<file path="src/rtl/riscv_tpr_update_ctrl.sv">
`default_nettype none
// ============================================================================
// Module   : riscv_tpr_update_ctrl
// Brief    : Sequences masked TPR updates by stalling ID issue, waiting for
//            enough idle EX cycles, then committing the merged value.
// Revision : 1.0 - initial release
// ============================================================================
module riscv_tpr_update_ctrl #(
  parameter int unsigned PIPE_DEPTH = 2,
  parameter logic [31:0] TPR_RESET  = 32'h0000_0000
) (
  input  logic        clk,
  input  logic        rst_n,
  input  logic        cfg_req_i,
  input  logic [31:0] cfg_wdata_i,
  input  logic [31:0] cfg_mask_i,
  output logic        cfg_gnt_o,
  output logic        cfg_done_o,
  input  logic        abort_i,
  input  logic        ex_busy_i,
  output logic        id_stall_o,
  output logic [31:0] tpr_o
);

  localparam logic [3:0] c_cnt_load = 4'(PIPE_DEPTH);

  typedef enum logic [1:0] {
    ST_IDLE   = 2'd0,
    ST_DRAIN  = 2'd1,
    ST_COMMIT = 2'd2
  } state_t;

  state_t      r_state;
  state_t      w_state_nxt;
  logic [3:0]  r_cnt;
  logic [3:0]  w_cnt_nxt;
  logic [31:0] r_pend_wdata;
  logic [31:0] r_pend_mask;
  logic [31:0] r_tpr;
  logic        w_grant;
  logic        w_commit;

  always_ff @(posedge clk or negedge rst_n) begin
    if (!rst_n) begin
      r_state      <= ST_IDLE;
      r_cnt        <= 4'd0;
      r_pend_wdata <= 32'd0;
      r_pend_mask  <= 32'd0;
      r_tpr        <= TPR_RESET;
    end else begin
      r_state <= w_state_nxt;
      r_cnt   <= w_cnt_nxt;
      if (w_grant) begin
        r_pend_wdata <= cfg_wdata_i;
        r_pend_mask  <= cfg_mask_i;
      end
      // Only unmasked bits of the active policy survive the merge.
      if (w_commit) begin
        r_tpr <= (r_tpr & ~r_pend_mask) | (r_pend_wdata & r_pend_mask);
      end
    end
  end

  always_comb begin
    w_state_nxt = r_state;
    w_cnt_nxt   = r_cnt;
    w_grant     = 1'b0;
    w_commit    = 1'b0;
    id_stall_o  = 1'b0;
    cfg_done_o  = 1'b0;
    case (r_state)
      ST_IDLE: begin
        w_grant = cfg_req_i;
        if (cfg_req_i) begin
          w_cnt_nxt   = c_cnt_load;
          w_state_nxt = ST_DRAIN;
        end
      end
      ST_DRAIN: begin
        id_stall_o = 1'b1;
        // Exit at 1 so the counter never wraps below zero.
        if (abort_i) begin
          w_state_nxt = ST_IDLE;
        end else if (!ex_busy_i) begin
          if (r_cnt == 4'd1) begin
            w_state_nxt = ST_COMMIT;
          end else begin
            w_cnt_nxt = r_cnt - 4'd1;
          end
        end
      end
      ST_COMMIT: begin
        id_stall_o  = 1'b1;
        cfg_done_o  = 1'b1;
        w_commit    = 1'b1;
        w_state_nxt = ST_IDLE;
      end
      default: begin
        w_state_nxt = ST_IDLE;
      end
    endcase
  end

  assign cfg_gnt_o = w_grant;
  assign tpr_o     = r_tpr;

endmodule
`default_nettype wire

</file>
<file path="config.mk">
export PLATFORM = sky130hd
export DESIGN_NAME = riscv_tpr_update_ctrl
export DESIGN_NICKNAME = d
export VERILOG_FILES = /design/src/rtl/riscv_tpr_update_ctrl.sv
export SDC_FILE = /design/constraint.sdc
export NUM_CORES = 1
export LEC_CHECK = 0
export CAP_MARGIN = 5
export CORE_MARGIN = 1.5
export CORE_UTILIZATION = 49
export DETAILED_ROUTE_END_ITERATION = 8
export GPL_TIMING_DRIVEN = 1
export PLACE_DENSITY = 0.86
export SLEW_MARGIN = 20
export SYNTH_ARGS = -nofsm -noshare
export SYNTH_HDL_FRONTEND = slang
export SYNTH_SLANG_ARGS = --single-unit
</file>
<file path="constraint.sdc">
create_clock -name clk -period 2.54 [get_ports clk]
set_clock_uncertainty 0.2 [all_clocks]
set_input_delay 0.508 -clock clk [delete_from_list [all_inputs] [get_ports clk]]
set_output_delay 0.508 -clock clk [all_outputs]
set_load 0.02 [all_outputs]
</file>
# Word level (Yosys, flattened, before mapping)
# Cells that the tools add are included.
dict set report word_totals {
  output_inout_bits 35
  word_cells 37
  reg_bits 102
  inputBits 69
}
dict set report classes {
  eq_ne 9
  muxes 13
  n_reduce_logical 5
  n_addsub 1
  bitwise 4
}
# operator count
set ops {}
lappend ops {{$and A32 B32 Y32} 2}
lappend ops {{$not A32 Y32} 1}
lappend ops {{$or A32 B32 Y32} 1}
lappend ops {{$mux W4} 4}
lappend ops {{$mux W2} 4}
lappend ops {{$ne A2 B2 Y1 const B} 4}
lappend ops {{$pmux W4 S2} 1}
lappend ops {{$ne A3 B3 Y1 const B} 2}
lappend ops {{$reduce_and A5 Y1} 1}
lappend ops {{$eq A4 B1 Y1 const B} 1}
lappend ops {{$pmux W2 S2} 1}
lappend ops {{$sub A4 B1 Y4 const B} 1}
lappend ops {{$mux W1} 3}
lappend ops {{$reduce_and A3 Y1} 1}
lappend ops {{$eq A2 B1 Y1 const B} 1}
lappend ops {{$eq A2 B2 Y1 const B} 1}
lappend ops {{$logic_not A2 Y1} 1}
lappend ops {{$reduce_bool A2 Y1} 1}
lappend ops {{$reduce_or A2 Y1} 1}

# Logic depth before layout (Yosys ltp)
# Gate-level depths: netlist (run 1).
dict set report logic_depth {
  ltp_word 5
  mapped_depth 7
  depth_no_buf 6
}

# Worst setup path after synthesis (run 1)
# Ideal clock, no wire load.
dict set report synth_timing {
  path_type {reg-to-output}
  startpoint {register r_state[0]}
  endpoint {output port cfg_gnt_o}
  path_buffers 2
  t_arrival_ns 1.192
  slack_ns 0.640
  stages_incl_launch_ff 7
  path_cell_list {dfrtp_1 > inv_1 > ha_1 > nand2_1 > buf_4 > buf_6 > inv_1}
}
dict set report synth_between {
  elab_chain_cells 2
}
# item line
set synth_lines {}
lappend synth_lines {{start: declaration} 33} ;# state_t r_state;
lappend synth_lines {{start signal: assignment} 51} ;# r_state <= w_state_nxt;
lappend synth_lines {{$logic_not A2 Y1} 71} ;# case (r_state)
lappend synth_lines {{$mux W1} 71}
lappend synth_lines {{end: declaration} 17} ;# output logic cfg_gnt_o,
# No other way between the ends.

# Final worst setup path (run 1)
dict set report layout_timing {
  startpoint {register r_state[0]}
  endpoint {output port cfg_done_o}
}
dict set report layout_between {
  elab_chain_cells 2
}
# item line
set layout_lines {}
lappend layout_lines {{$eq A2 B2 Y1} 71}
lappend layout_lines {{$mux W1} 71}
lappend layout_lines {{end: declaration} 18} ;# output logic cfg_done_o,
# No other way between the ends.

==> results.tsv, run 1 <==
metric	value	unit
synth_top_family_by_area	multiplexers	
synth_enable_flop_cells	0	
io_pins	104	
swShare	31.2	%
outcome	finished clean	
start_kind	flop	
tns	0	ps
drive_above_1_share	31.3	%
power_density	1070	nW/um^2
synth_top_area_cell	dfrtp_1	
synth.most_common_cell	dfrtp_1	
switchingPower	1.83	mW
grt-ovfl-total	0	
hold_path_class	flop to flop	
period_needed	2430	ps
worstPathArrival	1720	ps
drv_cap	0	
synth_compound_area_share	2.30	%
diodes	0	
worst_pin_slew	844	ps
n_fill_cell	635	
cts_root_buf	clkbuf_8	
setup_viol	0	
antenna_found_initial	0	
whs_path_depth	1	
grt_pass1_vias	2695	
muxShareOfSynthArea	26.6	%
numCtsBuffers	9	
cts_tree	built	
syn_inst	286	
synth-simple-area-share	5.47	%
firstDrtPassIters	4	
synth_top_area_share	61.0	%
synth-seq-cells	102	
wl_per_cell	15.1	um
gp_congestion	0.787	
synthArstFlopShare	100	%
dp_hpwl	5.37	mm
dr_total_vias	2583	
p_leak	2.42	nW
core_area	8260	um^2
crit_path_end_kind	output port	
path_class	flop to output port	
clock_path_buffers	2	
period_share	95.6	%
post_drt_via_cell_ratio	5.11	
die_h	95.4	um
final-hold-violation-count	0	
fmax	412	MHz
worst-path-max-fanout	3	
drtAntennaViolNets	0	
nets	470	
timing.rr.start	r_state[0]$_DFFE_PN0P_	
r2r-end	r_pend_mask[22]$_DFFE_PN0P_	
synth_cell_types	28	
yosysSeqAreaShare	61.0	%
grt_usage	17.8	%
peakVddDrop	0.594	mV
total_power	5.86	mW
grt_max_degree	65	
slew_viol_final	0	
crit_end	cfg_done_o	
wl	7.65	mm
worst-r2r-cell-count	5	
p_int	4.04	mW
cts.clk_slew.worst_paths	100	ps
critical_path_required	1830	ps
yosys-top-cells-area	dfrtp_1 61%, mux2_2 26%, nand2_1 3.1%	
io_buffer_count	103	
final-seq-area	2550	um^2
synth_fa_ha_area_share	1.79	%
rows	33	
crit_start	r_state[0]$_DFFE_PN0P_	
combPwrFrac	36.5	%
syn_nets	361	
synth-main-ff-cell	dfrtp_1	
sequentialPowerShare	47.6	%
yosys-top-cells-count	102 x dfrtp_1, 97 x mux2_2, 35 x nand2_1	
cts.sinks	102	
multi_input_area	1520	um^2
grt_first_pass_wirelength	12.3	mm
synth_warnings	0	
htree_num_levels	3	
syn_to_final_growth	31.4	%
rrSetupSlack	330	ps
rsz0062_at_grt	no	
synth_xor_area_share	0	%
die-area	9100	um^2
start_util	50.7	%
post-route-drc-count	0	
die_w	95.4	um
slew-limit-headroom	43.7	%
synthesis.area	4180	um^2
first_iter_violations	40	
clock_latency	350	ps
avgSynthCellArea	14.6	um^2
p_clk_share	15.8	%
[placed cells by master, fill, tap and decap left out, types with 2 or more instances in the layout]
| cell type | instances |
|---|---|
| nand2_1 | 34 |
| clkinv_2 | 2 |
| a221o_1 | 2 |
| o21ai_0 | 3 |
| ha_1 | 5 |
| nor3_1 | 4 |
| clkbuf_8 | 10 |
| dfrtp_1 | 102 |
| inv_1 | 6 |
| clkdlybuf4s50_1 | 100 |
| a31oi_1 | 2 |
| a21oi_1 | 2 |
| mux2i_1 | 2 |
| inv_6 | 2 |
| mux2_2 | 97 |
| buf_4 | 5 |
[routing by layer]
layer | global-route usage (%) | part of all wire, % | routed length (um)
met1 | 21.2 | 41 | 3150
met2 | 29.4 | 50 | 3790
met3 | 7.89 | 8.1 | 617
met4 | 4.53 | 1.1 | 84
met5 | 0 | 0 | 0
[final cells by class]
type,instances,area share (%)
Clock inverter,6,0.797
Inverter,6,0.410
Timing Repair Buffer,109,19.8
Tap cell,105,2.39
Sequential cell,102,46.4
Clock buffer,10,2.50
Multi-Input combinational cell,167,27.6
[critical path, stage by stage (launching register included)]
cell and delay [ps]:
dfrtp_1 400, inv_1 140, ha_1 190, clkdlybuf4s50_1 640
[cell families (layout without fill, tap and decap cells)]
logic type	after synthesis	in the layout
flops	102	102
mux	99	99
simple gates	48	48
buf+inv	17	131
compound gates	14	14
fa+ha+maj	6	6
[per-stage QoR]
step                hold WS (ps)  setup WS (ps)  instances  utilization (%)  area, um^2
floorplan                   12.4            640        286                -        4180
global placement             280           63.4        488             64.2        5300
detailed placement           290           46.8        488             64.2        5300
CTS                          311           60.9        505             66.5        5490
global route                 322           14.8        505             66.5        5500
finish                       299            111        505             66.5        5500
[power groups by stage]
stage / sequential (mW) / combinational [mW] / clock [mW]
finish: 2.79 / 2.14 / 0.928
detailed placement: 2.83 / 2.17 / 0
global placement: 2.77 / 2.10 / 0
floorplan: 2.99 / 1.17 / 0
global route: 2.90 / 2.31 / 1.04
CTS: 2.80 / 2.18 / 0.966
[how the worst min path moves through the flow]
stage	endpoint	from	slack [ps]
2_1_floorplan	asynchronous set/reset pin	rst_n	10
3_3_place_gp	flop	r_pend_wdata[0]$_DFFE_PN0P_	280
3_5_place_dp	r_pend_wdata[6]$_DFFE_PN0P_	r_pend_wdata[6]$_DFFE_PN0P_	290
4_1_cts	flop	r_pend_wdata[30]$_DFFE_PN0P_	310
5_1_grt	flop	flop	320
6_report	flop	r_pend_wdata[30]$_DFFE_PN0P_	300
[timing repair]
item | in CTS | in global routing
endpoints found under the setup margin | 1 | 1
hold buffers | 1 | 0
resized for setup | 2 | 1
buffers inserted | 0 | 0
pin swaps | 0 | 0
hold endpoints to repair | 37 | 0
cloned | 0 | 0
No activity file was read; power rests on OpenSTA's default activity.
==> inputs of run 2 (changes only) <==
--- a/config.mk
+++ b/config.mk
@@ -6,7 +6,6 @@
 export NUM_CORES = 1
 export LEC_CHECK = 0
 export CAP_MARGIN = 5
-export CORE_MARGIN = 1.5
 export CORE_UTILIZATION = 49
 export DETAILED_ROUTE_END_ITERATION = 8
 export GPL_TIMING_DRIVEN = 1
==> results.tsv, run 2 (synthesis gave the netlist of run 1 again) <==
metric	value	unit
core_area	8260	um^2
path_delay_family	buffers and inverters	
critical_path_required	1830	ps
multi_input_area	1520	um^2
grt-ovfl-total	0	
busiest_layer	met2	
grt_first_pass_wirelength	12.2	mm
cts_tree	built	
start_kind	flop	
worst_pin_slew	843	ps
tns	0	ps
drive_above_1_share	30.9	%
final_cell_mix	102 x dfrtp_1, 101 x clkdlybuf4s50_1, 97 x mux2_2, 34 x nand2_1, 11 x clkbuf_8	
start_util	50.7	%
timing.rr.start	r_state[1]$_DFFE_PN0P_	
io_buffer_count	103	
wl_per_cell	15.2	um
drtAntennaViolNets	0	
peakVddDrop	0.613	mV
power_density	1080	nW/um^2
n_fill_cell	639	
stdcell_count	506	
worstPathArrival	1720	ps
dr_total_vias	2562	
p_leak	2.43	nW
setup_viol	0	
grtUsageMet3	6.92	%
slowest_stage	clkdlybuf4s50_1	
grt_max_degree	65	
gp_congestion	0.770	
fmax	412	MHz
drv_cap	0	
outcome	finished clean	
antenna_found_initial	0	
cts.clk_slew.worst_paths	90	ps
firstDrtPassIters	4	
numCtsBuffers	9	
rows	33	
slew_viol_final	0	
cts.sinks	102	
path_class	flop to output port	
htree_num_levels	3	
crit_path_max_incr_delay	610	ps
nets	471	
final-hold-violation-count	0	
cts_root_buf	clkbuf_8	
critPathBufInv	2	
worst-path-max-fanout	3	
final-seq-area	2550	um^2
dp_hpwl	5.41	mm
placed_cells	489	
final_common_cell	dfrtp_1	
use_met2	30.8	%
clock_path_buffers	2	
post-route-drc-count	0	
wl	7.71	mm
syn_to_final_growth	32.1	%
period_share	95.6	%
hold_path_class	flop to flop	
post_drt_via_cell_ratio	5.06	
grt_pass1_vias	2609	
hp-start	r_pend_wdata[31]$_DFFE_PN0P_	
period_needed	2430	ps
grtUsageMet1	22.0	%
diodes	0	
clock_latency	350	ps
rsz0062_at_grt	no	
die_h	94.4	um
die-area	8910	um^2
post_cts_buffers	0	
die_w	94.4	um
path_cells	inv_1 > ha_1 > clkdlybuf4s50_1	
io_pins	104	
crit_path_end_kind	output port	
first_iter_violations	45	
crit_start	r_state[1]$_DFFE_PN0P_	
grt_usage	18.1	%
slew-limit-headroom	43.8	%
-- run 2: report_power, final --
group | internal (mW) | switching (mW) | leakage [nW]
logic | 1.25 | 0.891 | 1.06
registers | 2.40 | 0.396 | 1.26
clock network | 0.513 | 0.521 | 0.103
total | 4.16 | 1.81 | 2.43
-- run 2: what timing repair did --
| action | 4_1_cts | 5_1_grt |
|---|---|---|
| gates resized for setup | 1 | 0 |
| hold buffers | 1 | 0 |
| endpoints found under the hold margin | 35 | 0 |
| setup endpoints to repair | 1 | 0 |
-- run 2: metal layers --
layer | up-vias | share of wire (%)
met1 | 1275 | 43
met5 | - | 0
met2 | 72 | 50
met4 | 0 | 0.66
li1 | 1210 | -
met3 | 5 | 7.2
-- run 2: cell type report --
cell class                      count  share of cell area, %
Sequential cell                   102                   46.2
Multi-Input combinational cell    167                   27.4
Timing Repair Buffer              110                   19.8
Clock buffer                       12                   2.81
Tap cell                          105                   2.38
Clock inverter                      4                  0.996
Inverter                            6                  0.408
-- run 2: final timing paths --
check,endpoint,slack [ps],cells past startpoint
hold / removal,flop,310,1
setup / recovery,id_stall_o,110,3
max in group asynchronous,r_pend_wdata[18]$_DFFE_PN0P_,1000,3
setup reg to reg,r_pend_wdata[16]$_DFFE_PN0P_,290,5
min in group asynchronous,asynchronous set/reset pin,450,2
hold reg to reg,flop,310,1
-- run 2: metrics by stage --
| stage | hold WS [ps] | area [um^2] | util, % | total power [mW] | worst slack (ps) |
|---|---|---|---|---|---|
| after floorplan | 12.4 | 4180 | - | 4.16 | 640 |
| after global placement | 282 | 5310 | 64.3 | 4.87 | 43.2 |
| after detailed placement | 288 | 5310 | 64.3 | 5.00 | 24.3 |
| after CTS | 311 | 5530 | 66.9 | 6.04 | 86.6 |
| after global routing | 318 | 5530 | 66.9 | 6.32 | 30.6 |
| final | 305 | 5530 | 66.9 | 5.97 | 113 |
==> inputs of run 3 (changes only) <==
--- a/config.mk
+++ b/config.mk
@@ -10,6 +10,7 @@
 export DETAILED_ROUTE_END_ITERATION = 8
 export GPL_TIMING_DRIVEN = 1
 export PLACE_DENSITY = 0.86
+export SKIP_LAST_GASP = 1
 export SLEW_MARGIN = 20
 export SYNTH_ARGS = -nofsm -noshare
 export SYNTH_HDL_FRONTEND = slang
==> constraint.sdc (replaced) <==
create_clock -name clk -period 2.3 [get_ports clk]
set_clock_uncertainty 0.2 [all_clocks]
set_input_delay 0.46 -clock clk [delete_from_list [all_inputs] [get_ports clk]]
set_output_delay 0.46 -clock clk [all_outputs]
set_load 0.02 [all_outputs]
==> results.tsv, run 3 (synthesis gave the netlist of run 1 again) <==
metric	value	unit
grtUsageMet3	4.75	%
peakVddDrop	0.570	mV
sequentialPowerShare	47.4	%
timing.rr.start	r_state[0]$_DFFE_PN0P_	
grtUsageMet1	23.3	%
p_leak	2.43	nW
critical_path_required	1640	ps
grt_pass1_vias	2744	
post_cts_buffers	0	
antenna_found_initial	0	
io_pins	104	
wl	7.85	mm
nets	472	
cts.sinks	102	
dp_hpwl	5.54	mm
rsz0062_at_grt	no	
post_drt_via_cell_ratio	5.15	
worstPathArrival	1470	ps
slew-limit-headroom	63.4	%
switchingPower	2.06	mW
p_int	4.47	mW
multi_input_area	1520	um^2
io_buffer_count	103	
whs_path_depth	1	
core_area	8260	um^2
drive_above_1_share	31.3	%
power_density	1180	nW/um^2
wl_per_cell	15.5	um
numCtsBuffers	9	
path_delay_family	flip-flops	
busiest_layer	met2	
clock_path_buffers	2	
use_met2	31.6	%
syn_to_final_growth	32.1	%
grt_max_degree	44	
drv_cap	0	
combPwrFrac	36.5	%
htree_num_levels	3	
period_share	92.7	%
r2r-end	r_pend_mask[23]$_DFFE_PN0P_	
crit_path_max_incr_delay	410	ps
p_clk_share	16.0	%
crit_path_end_kind	output port	
worst_pin_slew	549	ps
clock_latency	370	ps
cts_root_buf	clkbuf_8	
setup_viol	0	
path_class	flop to output port	
period_needed	2130	ps
swShare	31.6	%
slowest_stage	dfrtp_1	
fmax	469	MHz
first_iter_violations	59	
dr_total_vias	2611	
diodes	0	
post-route-drc-count	0	
drtAntennaViolNets	0	
final_util	66.9	%
gp_congestion	0.768	
worst-path-max-fanout	5	
start_kind	flop	
grt_usage	18.9	%
final-seq-area	2550	um^2
worst-r2r-cell-count	6	
hp-start	r_pend_wdata[29]$_DFFE_PN0P_	
final_common_cell	dfrtp_1	
slew_viol_final	0	
final_cell_mix	102 x dfrtp_1, 99 x clkdlybuf4s50_1, 97 x mux2_2, 34 x nand2_1, 10 x clkbuf_8	
final-hold-violation-count	0	
outcome	finished clean	
die_w	94.4	um
grt_first_pass_wirelength	12.6	mm
cts_tree	built	
n_fill_cell	633	
hold_slack	299	ps
grt-ovfl-total	0	
cts.clk_slew.worst_paths	100	ps
firstDrtPassIters	4	
die_h	94.4	um
cp_common_cell	inv_1	
rrSetupSlack	170	ps
hold_path_class	flop to flop	
path_cells	inv_1 > ha_1 > nand2_2 > inv_1 > clkbuf_2	
die-area	8910	um^2
start_util	50.7	%
critPathBufInv	3	
rows	33	
## run 3: worst max-delay path by stage
stage / from / to / slack [ps] / cells after the start
5_1_grt: r_state[0]$_DFFE_PN0P_ / r_pend_mask[23]$_DFFE_PN0P_ / 80 / 6
6_report: r_state[1]$_DFFE_PN0P_ / cfg_gnt_o / 170 / 5
4_1_cts: r_state[0]$_DFFE_PN0P_ / cfg_gnt_o / -30 / 5
3_3_place_gp: cfg_req_i / cfg_gnt_o / -100 / 4
2_1_floorplan: r_state[0]$_DFFE_PN0P_ / cfg_gnt_o / 450 / 6
3_5_place_dp: cfg_req_i / cfg_gnt_o / -110 / 4
## run 3: timing repair
| action | CTS | global route |
|---|---|---|
| pin swaps | 0 | 0 |
| resized for setup | 3 | 2 |
| endpoints found under the setup margin | 3 | 1 |
| endpoints found under the hold margin | 37 | 0 |
| hold buffers | 1 | 0 |
## run 3: metrics by stage
step | setup TNS [ps] | total power, mW | setup slack, ps | instances | area, um^2
2_1_floorplan | 0 | 4.59 | 448 | 286 | 4180
3_3_place_gp | -1010 | 5.41 | -103 | 490 | 5340
3_5_place_dp | -1190 | 5.56 | -108 | 490 | 5340
4_1_cts | -33.7 | 6.60 | -33.7 | 507 | 5530
5_1_grt | 0 | 6.92 | 78.6 | 507 | 5530
6_report | 0 | 6.53 | 168 | 507 | 5530
## run 3: layout make-up
| class | instances | share of cell area [%] |
|---|---|---|
| inverter | 6 | 0.408 |
| sequential | 102 | 46.2 |
| tap | 105 | 2.38 |
| multi-input combinational | 167 | 27.4 |
| clock inverter | 5 | 0.747 |
| clock buffer | 11 | 2.56 |
| timing repair buffer | 111 | 20.3 |
## run 3: power by group through the flow
stage | Clock, mW | Sequential, mW | Combinational, mW
final | 1.05 | 3.10 | 2.39
after global routing | 1.15 | 3.21 | 2.56
after CTS | 1.08 | 3.10 | 2.42
after detailed placement | 0 | 3.14 | 2.42
after global placement | 0 | 3.07 | 2.34
after floorplan | 0 | 3.31 | 1.29
## run 3: worst register-to-register path, stage by stage, from the launching register on
cell	delay [ps]
dfrtp_1	370
inv_1	80
ha_1	270
nand2_2	90
buf_4	300
buf_12	290
mux2_2	400
## run 3: per-layer routing
metal	vias to the layer above	routed length, um
met5	-	0
met4	0	89
met2	78	3890
li1	1222	-
met1	1302	3420
met3	9	441
